`src/rtl/mixrad_pkg.sv`:
```
// Shared types and one-hot helpers for the mixed-radix adder stage.
package mixrad_pkg;

    // Widest digit the helper functions accept; narrower digits are zero-extended.
    localparam int unsigned MAX_RAILS = 32;

    typedef enum logic [0:0] {
        EXPECT_DATA,
        EXPECT_NULL
    } state_e;

    // Sum radix: digits 0..RA-1 plus 0..RB-1 span 0..RA+RB-2.
    function automatic int unsigned rs_width(input int unsigned ra, input int unsigned rb);
        return ra + rb - 1;
    endfunction

    function automatic logic is_null(input logic [MAX_RAILS-1:0] v);
        return (v == '0);
    endfunction

    function automatic logic is_any(input logic [MAX_RAILS-1:0] v);
        return |v;
    endfunction

    function automatic logic is_onehot(input logic [MAX_RAILS-1:0] v);
        return $onehot(v);
    endfunction

endpackage

```
`src/rtl/mixrad_lane.sv`:
```
// Combinational one-hot adder for one digit lane, with complete/null/illegal flags.
// Completion rule depends on MIXRAD_ERR_EN (exactly-one-hot) vs default (any rail).
module mixrad_lane
    import mixrad_pkg::*;
#(
    parameter int unsigned RA = 2,
    parameter int unsigned RB = 3
) (
    input  logic [RA-1:0]                 a,
    input  logic [RB-1:0]                 b,
    output logic [rs_width(RA, RB)-1:0]   sum,
    output logic                          complete,
    output logic                          null_lane,
    output logic                          illegal
);

    logic [MAX_RAILS-1:0] a_ext;
    logic [MAX_RAILS-1:0] b_ext;

    assign a_ext = MAX_RAILS'(a);
    assign b_ext = MAX_RAILS'(b);

    // Rail i of a and rail j of b drive rail i+j; multi-hot inputs OR together.
    always_comb begin
        sum = '0;
        for (int i = 0; i < RA; i++) begin
            for (int j = 0; j < RB; j++) begin
                if (a[i] && b[j]) begin
                    sum[i+j] = 1'b1;
                end
            end
        end
    end

    // Lane status flags.
    always_comb begin
`ifdef MIXRAD_ERR_EN
        complete  = is_onehot(a_ext) && is_onehot(b_ext);
`else
        complete  = is_any(a_ext) && is_any(b_ext);
`endif
        null_lane = is_null(a_ext) && is_null(b_ext);
        illegal   = (is_any(a_ext) && !is_onehot(a_ext)) ||
                    (is_any(b_ext) && !is_onehot(b_ext));
    end

endmodule

```
`src/rtl/mixrad_add_stage.sv`:
```
// Mixed-radix digit adder stage with NULL/DATA wavefront handshake.
// Optional sticky illegal-code flag enabled by defining MIXRAD_ERR_EN.
module mixrad_add_stage
    import mixrad_pkg::*;
#(
    parameter int unsigned RA    = 2,
    parameter int unsigned RB    = 3,
    parameter int unsigned LANES = 1,
    parameter int unsigned CNT_W = 8
) (
    input  logic                                clk,
    input  logic                                init_n,
    input  logic [LANES*RA-1:0]                 in_a,
    input  logic [LANES*RB-1:0]                 in_b,
    output logic                                in_ack,
    output logic [LANES*rs_width(RA, RB)-1:0]   out_sum,
    input  logic                                out_ack,
    output logic [CNT_W-1:0]                    wave_cnt,
    output logic                                err
);

    localparam int unsigned RS = rs_width(RA, RB);

    logic [LANES*RS-1:0] lane_sum;
    logic [LANES-1:0]    lane_complete;
    logic [LANES-1:0]    lane_null;
    logic [LANES-1:0]    lane_illegal;

    for (genvar k = 0; k < LANES; k++) begin : g_lane
        mixrad_lane #(
            .RA (RA),
            .RB (RB)
        ) u_lane (
            .a         (in_a[k*RA +: RA]),
            .b         (in_b[k*RB +: RB]),
            .sum       (lane_sum[k*RS +: RS]),
            .complete  (lane_complete[k]),
            .null_lane (lane_null[k]),
            .illegal   (lane_illegal[k])
        );
    end

    logic all_data;
    logic all_null;

    assign all_data = &lane_complete;
    assign all_null = &lane_null;

    state_e              state_q, state_d;
    logic [LANES*RS-1:0] sum_q, sum_d;
    logic [CNT_W-1:0]    cnt_q, cnt_d;

    // Next-state: accept full DATA when consumer ready, accept full NULL once consumer acked.
    always_comb begin
        state_d = state_q;
        sum_d   = sum_q;
        cnt_d   = cnt_q;
        unique case (state_q)
            EXPECT_DATA: begin
                if (!out_ack && all_data) begin
                    sum_d   = lane_sum;
                    cnt_d   = cnt_q + CNT_W'(1);
                    state_d = EXPECT_NULL;
                end
            end
            EXPECT_NULL: begin
                if (out_ack && all_null) begin
                    sum_d   = '0;
                    state_d = EXPECT_DATA;
                end
            end
            default: state_d = EXPECT_DATA;
        endcase
    end

    // State, output register and wavefront counter.
    always_ff @(posedge clk) begin
        if (!init_n) begin
            state_q <= EXPECT_DATA;
            sum_q   <= '0;
            cnt_q   <= '0;
        end else begin
            state_q <= state_d;
            sum_q   <= sum_d;
            cnt_q   <= cnt_d;
        end
    end

    assign in_ack   = (state_q == EXPECT_NULL);
    assign out_sum  = sum_q;
    assign wave_cnt = cnt_q;

`ifdef MIXRAD_ERR_EN
    logic err_q, err_d;

    // Multi-hot digits seen while waiting for DATA latch the error until reset.
    always_comb begin
        err_d = err_q;
        if ((state_q == EXPECT_DATA) && (|lane_illegal)) begin
            err_d = 1'b1;
        end
    end

    // Sticky error register.
    always_ff @(posedge clk) begin
        if (!init_n) begin
            err_q <= 1'b0;
        end else begin
            err_q <= err_d;
        end
    end

    assign err = err_q;
`else
    logic unused_illegal;
    assign unused_illegal = ^lane_illegal;
    assign err            = 1'b0;
`endif

endmodule
```
`config.mk`:
```
export PLATFORM = sky130hd
export DESIGN_NAME = mixrad_add_stage
export DESIGN_NICKNAME = d
export VERILOG_FILES = /design/src/rtl/mixrad_pkg.sv /design/src/rtl/mixrad_lane.sv /design/src/rtl/mixrad_add_stage.sv
export SDC_FILE = /design/constraint.sdc
export NUM_CORES = 1
export LEC_CHECK = 0
export ABC_CLOCK_PERIOD_IN_PS = 1500
export CAP_MARGIN = 20
export CORE_MARGIN = 8
export CORE_UTILIZATION = 30
export DETAILED_ROUTE_END_ITERATION = 10
export PLACE_DENSITY = 0.7
export SKIP_LAST_GASP = 1
export SYNTH_ARGS = -nofsm -noshare
export SYNTH_HDL_FRONTEND = slang
export SYNTH_SLANG_ARGS = --single-unit
```
`constraint.sdc`:
```
create_clock -name clk -period 1.5 [get_ports clk]
set_input_delay 0.225 -clock clk [delete_from_list [all_inputs] [get_ports clk]]
set_output_delay 0.225 -clock clk [all_outputs]
set_load 0.02 [all_outputs]
```
=== Yosys cells after proc, flatten, opt, wreduce, memory -nomap -nowiden ===
Cells that the tools add are included.

* Logic and storage cells: 36
* Input bits: 8
* Flip-flop bits (word level): 13

* Equality and inequality tests: 2
* Reduce and logical (&&, ||, !) cells: 17
* Multiplexer cells: 12
* $add $sub $neg: 1
* Bitwise gates (word level): 1

{| class="wikitable"
|+ Operators by type and width
! cell !! number
|-
| $logic_not A32 Y1 || 2
|-
| $logic_and A1 B1 Y1 || 10
|-
| $add A8 B1 Y8 const B || 1
|-
| $mux W1 || 8
|-
| $mux W4 || 2
|-
| $pmux W4 S2 || 1
|-
| $reduce_and A2 Y1 || 2
|-
| $reduce_or A3 Y1 || 1
|-
| $ne A2 B1 Y1 const B || 1
|-
| $ne A2 B2 Y1 const B || 1
|-
| $pmux W1 S2 || 1
|-
| $reduce_or A2 Y1 || 1
|-
| $logic_not A1 Y1 || 1
|-
| $not A1 Y1 || 1
|}

=== Depth between registers and ports, before layout ===
Gate-level depths: netlist (run 1).

* Word-level depth: 5
* Mapped depth: 5
* Mapped depth without buffers: 5

=== Cells and area by module ===
From an unflattened synthesis (run 1), not the netlist that was laid out.

* Cell total of the unflattened synthesis: 79
* Area total of the unflattened synthesis: 673.1 um2

{| class="wikitable"
|+ By module, submodules not included
! module !! cells an instance !! area each (um2) !! times used !! seq. area each (um2)
|-
| mixrad_add_stage || 70 || 585.6 || 1 || 260.2
|-
| mixrad_lane || 9 || 87.6 || 1 || 0.0
|}

=== Least setup slack after synthesis (run 1) ===
OpenSTA, ideal clock, no wires.

* Path type: register to register
* Start: reg state_q (netlist: in_ack)
* End: reg cnt_q[5] (netlist: wave_cnt[5])
* Slack: -0.229 ns
* Data required time: 1.428 ns
* Buffers on the path: 1
* Stages on the path, launching flop included: 6
* Data arrival time: 1.657 ns
* Cells stage by stage: dfxtp_1 o21bai_2 or3_1 clkbuf_2 or4_1 a21oi_1

* Cells in the longest elaborated chain, start to end: 2

{| class="wikitable"
|+ Ends and longest elaborated chain
! item !! line !! RTL
|-
| start, declared || mixrad_add_stage.sv:49 || <nowiki>state_e state_q, state_d;</nowiki>
|-
| start signal, assigned || mixrad_add_stage.sv:83 || <nowiki>state_q <= state_d;</nowiki>
|-
| $not A1 Y1 || n/a ||
|-
| $reduce_and A2 Y1 (no source line) || n/a ||
|-
| end signal, assigned || mixrad_add_stage.sv:85 || <nowiki>cnt_q <= cnt_d;</nowiki>
|-
| end, declared || mixrad_add_stage.sv:51 || <nowiki>logic [CNT_W-1:0] cnt_q, cnt_d;</nowiki>
|}

Every way passes these cells.
A chain may end at the register's enable or synchronous reset.

=== Worst setup path in the final report (run 1) ===
Ends and elaborated chain as after synthesis.

==> impl_metrics.ini, run 1 <==
[worst_setup_path]
r2r_end = wave_cnt[5]$_SDFFE_PN0P_
cpPeakStageDelay_ns = 0.49
crit_family = simple AND/OR/NAND/NOR gates
crit_type = reg2reg
worstPathRequired_ns = 1.70
crit_path_start_kind = flop
cp_num_buf_inv = 0
crit_path_top_delay_cell = or4_4
critical_path.max_fanout = 5
endpoint_kind = flop
path_cells = o21bai_4 > or3_4 > or4_4 > a21oi_2
worstReg2RegStart = in_ack$_SDFF_PN0_
worstRegToRegCells = 4
critPathArrivalTime_ns = 1.75
worst-r2r-setup-slack_ns = -0.05

[worst_hold_path]
hp-class = in2reg
hold_depth = 4
hold_path_end = out_sum[0]$_SDFFE_PN0P_
min-delay-start = in_b[0]

[yosys]
ys.flop_type = dfxtp_1
synthCells = 74
synthDistinctLibCells = 27
synth_edf_count = 0
synth.net_count = 83
ys_ff_latch = 13
synth_area_per_cell_sq_um = 8.22
async_flop_share_pct = 0
synth_warnings = 0
ys_seq_area_share_pct = 42.8
syn_area_sq_um = 608

[layout]
insertedDiodeCount = 0
syn_to_final_growth_pct = 65.0
regArea_sq_um = 264
fill_cells = 197
multi_input_area_sq_um = 340
mostFrequentLayoutCell = buf_4
final_cell_mix = buf_4, nand2_1, dfxtp_1
drive_above_1_share_pct = 23.2
design_area_sq_mm = 0.00100
nets = 122

[floorplanning]
die_y_um = 61.0
initial_core_util_pct = 31.3
placementRows = 16
fp.coreArea_sq_mm = 0.00194
ios = 22
die-area_sq_mm = 0.00372
die_w_um = 61.0

[status]
status = finished with violations
violations = setup timing

[timing]
finalSetupViolCount = 1
setup_ws_ns = -0.0492
skew_ns = 0.00870
period_share_pct = 103
fmax_ghz = 0.646
drv_slew = 0
hold_violations = 0
rsz0062_at_grt = true
period_minus_slack_ns = 1.55

[detailed_routing]
drt_drc_violations_left = 0
drtAntennaViolNets = 0
wl_per_cell_um = 12.4
drt_iter0_drc = 16
vias = 678
vias_per_cell = 4.88
drt_wl_total_um = 1720
dr.pass1.iters = 4

[clocking]
tritoncts = yes
clock_latency_ns = 0.27
clk_pin_slew_ns = 0.09
cts_sinks = 13
clockRootBuffer = clkbuf_4
numCtsBuffers = 3
clock_path_buffers = 2
h-tree-depth = 1

[global_routing]
track_usage_pct = 9.66
grt-ovfl-total = 0
grt_pass1_vias = 675
antenna_found_initial = 0
grt_pass1_wl_um = 2810
grt_max_degree = 10

[placed_design]
gp_congestion = 0.791
dpl.hpwl_um = 1360
port_buffers = 20
placed_cell_area_sq_um = 965

[power_and_ir_drop]
cellLeakagePower_nw = 0.482
powerDensity_mw_per_mm2 = 728
power_uw = 731
peakVddDrop_mv = 0.327

[run]
max_cap_viol_count = 0
[power breakdown]
| part | switching, mW | internal (mW) |
|---|---|---|
| registers | 0.00966 | 0.357 |
| logic | 0.0727 | 0.0748 |
| clock network | 0.114 | 0.103 |
[metrics by stage]
step / TNS (ns) / instances / utilization [%] / setup WS (ns) / hold slack (ns)
final: -0.0492 / 139 / 51.7 / -0.0492 / 0.386
after global routing: -0.157 / 139 / 51.7 / -0.107 / 0.402
after CTS: -0.0694 / 139 / 50.6 / -0.0694 / 0.404
after detailed placement: -2.36 / 135 / 49.7 / -0.426 / 0.470
after global placement: -1.97 / 135 / 49.7 / -0.376 / 0.456
after floorplan: -0.131 / 74 / - / -0.0999 / 0.375
[state kept, by name, summed over array words and instances, names as in the netlist]
| register | flops |
|---|---|
| wave_cnt | 8 |
| out_sum | 4 |
| in_ack | 1 |
[repair_timing]
action | in CTS | in global routing
endpoints found under the hold margin | 0 | 0
gates resized for setup | 11 | 7
pin swaps | 0 | 1
hold buffers | 0 | 0
setup endpoints to repair | 9 | 5
buffers inserted | 0 | 0
[synth_stat cells (2+ instances only)]
library cell / instances / area, sq um
inv_1: 2 / 7.51
nor2_1: 7 / 26.3
dfxtp_1: 13 / 260
or4_1: 2 / 15.0
nor4_1: 2 / 12.5
a21oi_1: 4 / 20.0
xnor2_1: 4 / 35.0
nor3_1: 2 / 10.0
nand3_1: 4 / 20.0
nand2_1: 12 / 45.0
o31ai_1: 2 / 15.0
o22ai_1: 4 / 25.0
a22oi_1: 2 / 15.0
[cell type report]
cell class / instances / area share, %
inverters: 3 / 1.12
flip-flops and latches: 13 / 26.3
well taps: 27 / 3.37
repair buffers: 37 / 32.7
clock buffers: 4 / 2.62
multi-input cells: 55 / 33.9
[kinds of logic after synthesis]
group / after synthesis / synth area share (%)
adder cells (fa/ha/maj): 1 / 2.06
buffers and inverters: 6 / 4.53
other: 1 / 0.617
flip-flops: 13 / 42.8
AND/OR/NAND/NOR: 34 / 27.8
XOR/XNOR: 4 / 5.76
AO/OA/AOI/OAI: 15 / 16.5
[worst max path at each step]
stage,cells past startpoint,start,endpoint
6_report,4,in_ack$_SDFF_PN0_,wave_cnt[5]$_SDFFE_PN0P_
5_1_grt,4,in_ack$_SDFF_PN0_,wave_cnt[5]$_SDFFE_PN0P_
3_5_place_dp,5,in_a[0],wave_cnt[5]$_SDFFE_PN0P_
2_1_floorplan,5,in_ack$_SDFF_PN0_,wave_cnt[5]$_SDFFE_PN0P_
4_1_cts,5,in_b[1],wave_cnt[5]$_SDFFE_PN0P_
3_3_place_gp,5,in_b[2],wave_cnt[5]$_SDFFE_PN0P_
[per-layer routing]
metal  track usage (%)  share of wire, %
met3              1.67               5.2
met5                 0                 0
met4              5.32               1.7
met2              18.5                54
met1              9.44                39
[worst register-to-register path: cells and delay by family, from the launching register on]
family | cells | cell delay (ns)
flip-flops | 1 | 0.35
AO/OA/AOI/OAI | 2 | 0.28
AND/OR/NAND/NOR | 2 | 0.85
(Power assumes the default switching activity.)
==> run 2, diff against run 1 <==
Settings changed: CORE_UTILIZATION 30 to 38, PLACE_DENSITY 0.7 to 0.83.
==> run 2 against run 1 <==
Compared with the run above: clock-buffer cell count stayed put; critical path depth is the same; highest routed layer unchanged; power increased by 0.92%; clock power grew 2%; clock skew shrank 0.0067 ns; final cell count decreased by 9.4%; global-route usage is 2.1 points higher; the run still ends with setup timing left.
==> impl_metrics.ini, run 2 (same netlist as run 1, synthesis figures left out) <==
[clocking]
clock_path_buffers = 2
clockRootBuffer = clkbuf_4
clock_latency_ns = 0.28
clk_pin_slew_ns = 0.08
tritoncts = yes
cts_sinks = 13
h-tree-depth = 1
post_cts_buffers = 0
numCtsBuffers = 3
cts_hold_buf = 0

[global_routing]
antenna_found_initial = 0
grt.met1_usage_pct = 11.0
track_usage_pct = 11.7
busiest_layer = met2
grt-ovfl-total = 0
grt_util_met3_pct = 3.88
grt_pass1_wl_um = 3140
groute.layer.met2.usage_pct = 21.1
grt_pass1_vias = 715
grt_max_degree = 10

[detailed_routing]
drt_wl_total_um = 1750
drtAntennaViolNets = 0
drt_drc_violations_left = 0
drt_iter0_drc = 15
vias = 692
dr.pass1.iters = 4
wl_per_cell_um = 13.8
vias_per_cell = 5.49

[timing]
rsz0062_at_grt = true
period_share_pct = 102
drv_slew = 0
skew_ns = 0.00196
period_minus_slack_ns = 1.53
fmax_ghz = 0.655
tns_ns = -0.0257
setup_ws_ns = -0.0257
hold_violations = 0
finalSetupViolCount = 1

[worst_setup_path]
critical_path.max_fanout = 5
crit_path_top_delay_cell = or4_1
crit_path_start_kind = flop
path_cells = o21bai_4 > or3_4 > or4_1 > a21oi_1
crit_family = simple AND/OR/NAND/NOR gates
endpoint_kind = flop
critPathArrivalTime_ns = 1.73
crit_type = reg2reg
cpPeakStageDelay_ns = 0.47
worstPathRequired_ns = 1.71
cp_num_buf_inv = 0

[layout]
largest_reg_flops = 8
utilization_pct = 64.0
drive_above_1_share_pct = 20.0
nets = 120
syn_to_final_growth_pct = 58.4
layout.cells.non_filler = 126
mostFrequentLayoutCell = buf_4
insertedDiodeCount = 0
final_cell_mix = buf_4, nand2_1, dfxtp_1

[power_and_ir_drop]
powerDensity_mw_per_mm2 = 766
peakVddDrop_mv = 0.388
cellLeakagePower_nw = 0.466

[worst_hold_path]
hp-class = in2reg

[status]
status = finished with violations
violations = setup timing

[floorplanning]
die_y_um = 56
initial_core_util_pct = 40.4
ios = 22
die_w_um = 56
die-area_sq_mm = 0.00314
placementRows = 14
fp.coreArea_sq_mm = 0.00151

[run]
max_cap_viol_count = 0

[placed_design]
gp_congestion = 0.882
port_buffers = 20
dpl.hpwl_um = 1400
place_inst = 122
==> run 2: changes by cell type in the layout (fill, tap and decap cells not counted), sizes merged <==
cell,change
dlymetal6s2s,-1
buf,-2
dlygate4sd2,+1
==> run 2: final timing paths <==
path,from,slack (ns),cells after the start,endpoint
worst max register to register,in_ack$_SDFF_PN0_,-0.03,4,wave_cnt[5]$_SDFFE_PN0P_
worst max-delay path,in_ack$_SDFF_PN0_,-0.03,4,wave_cnt[5]$_SDFFE_PN0P_
worst min register to register,out_sum[0]$_SDFFE_PN0P_,0.47,2,out_sum[0]$_SDFFE_PN0P_
worst min-delay path,in_b[2],0.40,3,out_sum[3]$_SDFFE_PN0P_
==> run 2: routing by layer <==
layer | vias to the layer above | wire length, um
li1 | 337 | -
met1 | 325 | 661
met2 | 23 | 931
met3 | 7 | 112
met4 | 0 | 40
met5 | - | 0
==> run 2: metrics by stage <==
| step | cell area, sq um | hold slack, ns | setup WS [ns] | power, mW |
|---|---|---|---|---|
| 2_1_floorplan | 619 | 0.375 | -0.0999 | 0.442 |
| 3_3_place_gp | 936 | 0.455 | -0.370 | 0.524 |
| 3_5_place_dp | 936 | 0.466 | -0.433 | 0.530 |
| 4_1_cts | 953 | 0.393 | -0.0814 | 0.747 |
| 5_1_grt | 963 | 0.408 | -0.0784 | 0.775 |
| 6_report | 963 | 0.403 | -0.0257 | 0.738 |
==> run 2: layout make-up <==
type                            instances  area, sq um
Clock buffer                            4         26.3
Fill cell                             127          543
Inverter                                3         11.3
Multi-Input combinational cell         55          333
Sequential cell                        13          264
Tap cell                               16         20.0
Timing Repair Buffer                   35          309
==> run 2: repair_timing <==
action,in CTS,in global routing
resized for setup,12,4
setup endpoints to repair,9,6
endpoints found under the hold margin,0,0
==> run 2: power by group <==
part,total (mW),internal [mW],switching [mW]
clock,0.222,0.103,0.119
combinational,0.150,0.0752,0.0751
sequential,0.366,0.357,0.00911
==> run 2: tightest hold or removal path, stage by stage <==
cell and delay [ns]:
dlygate4sd2_1 0.27, nand2_1 0.07, o22ai_1 0.06
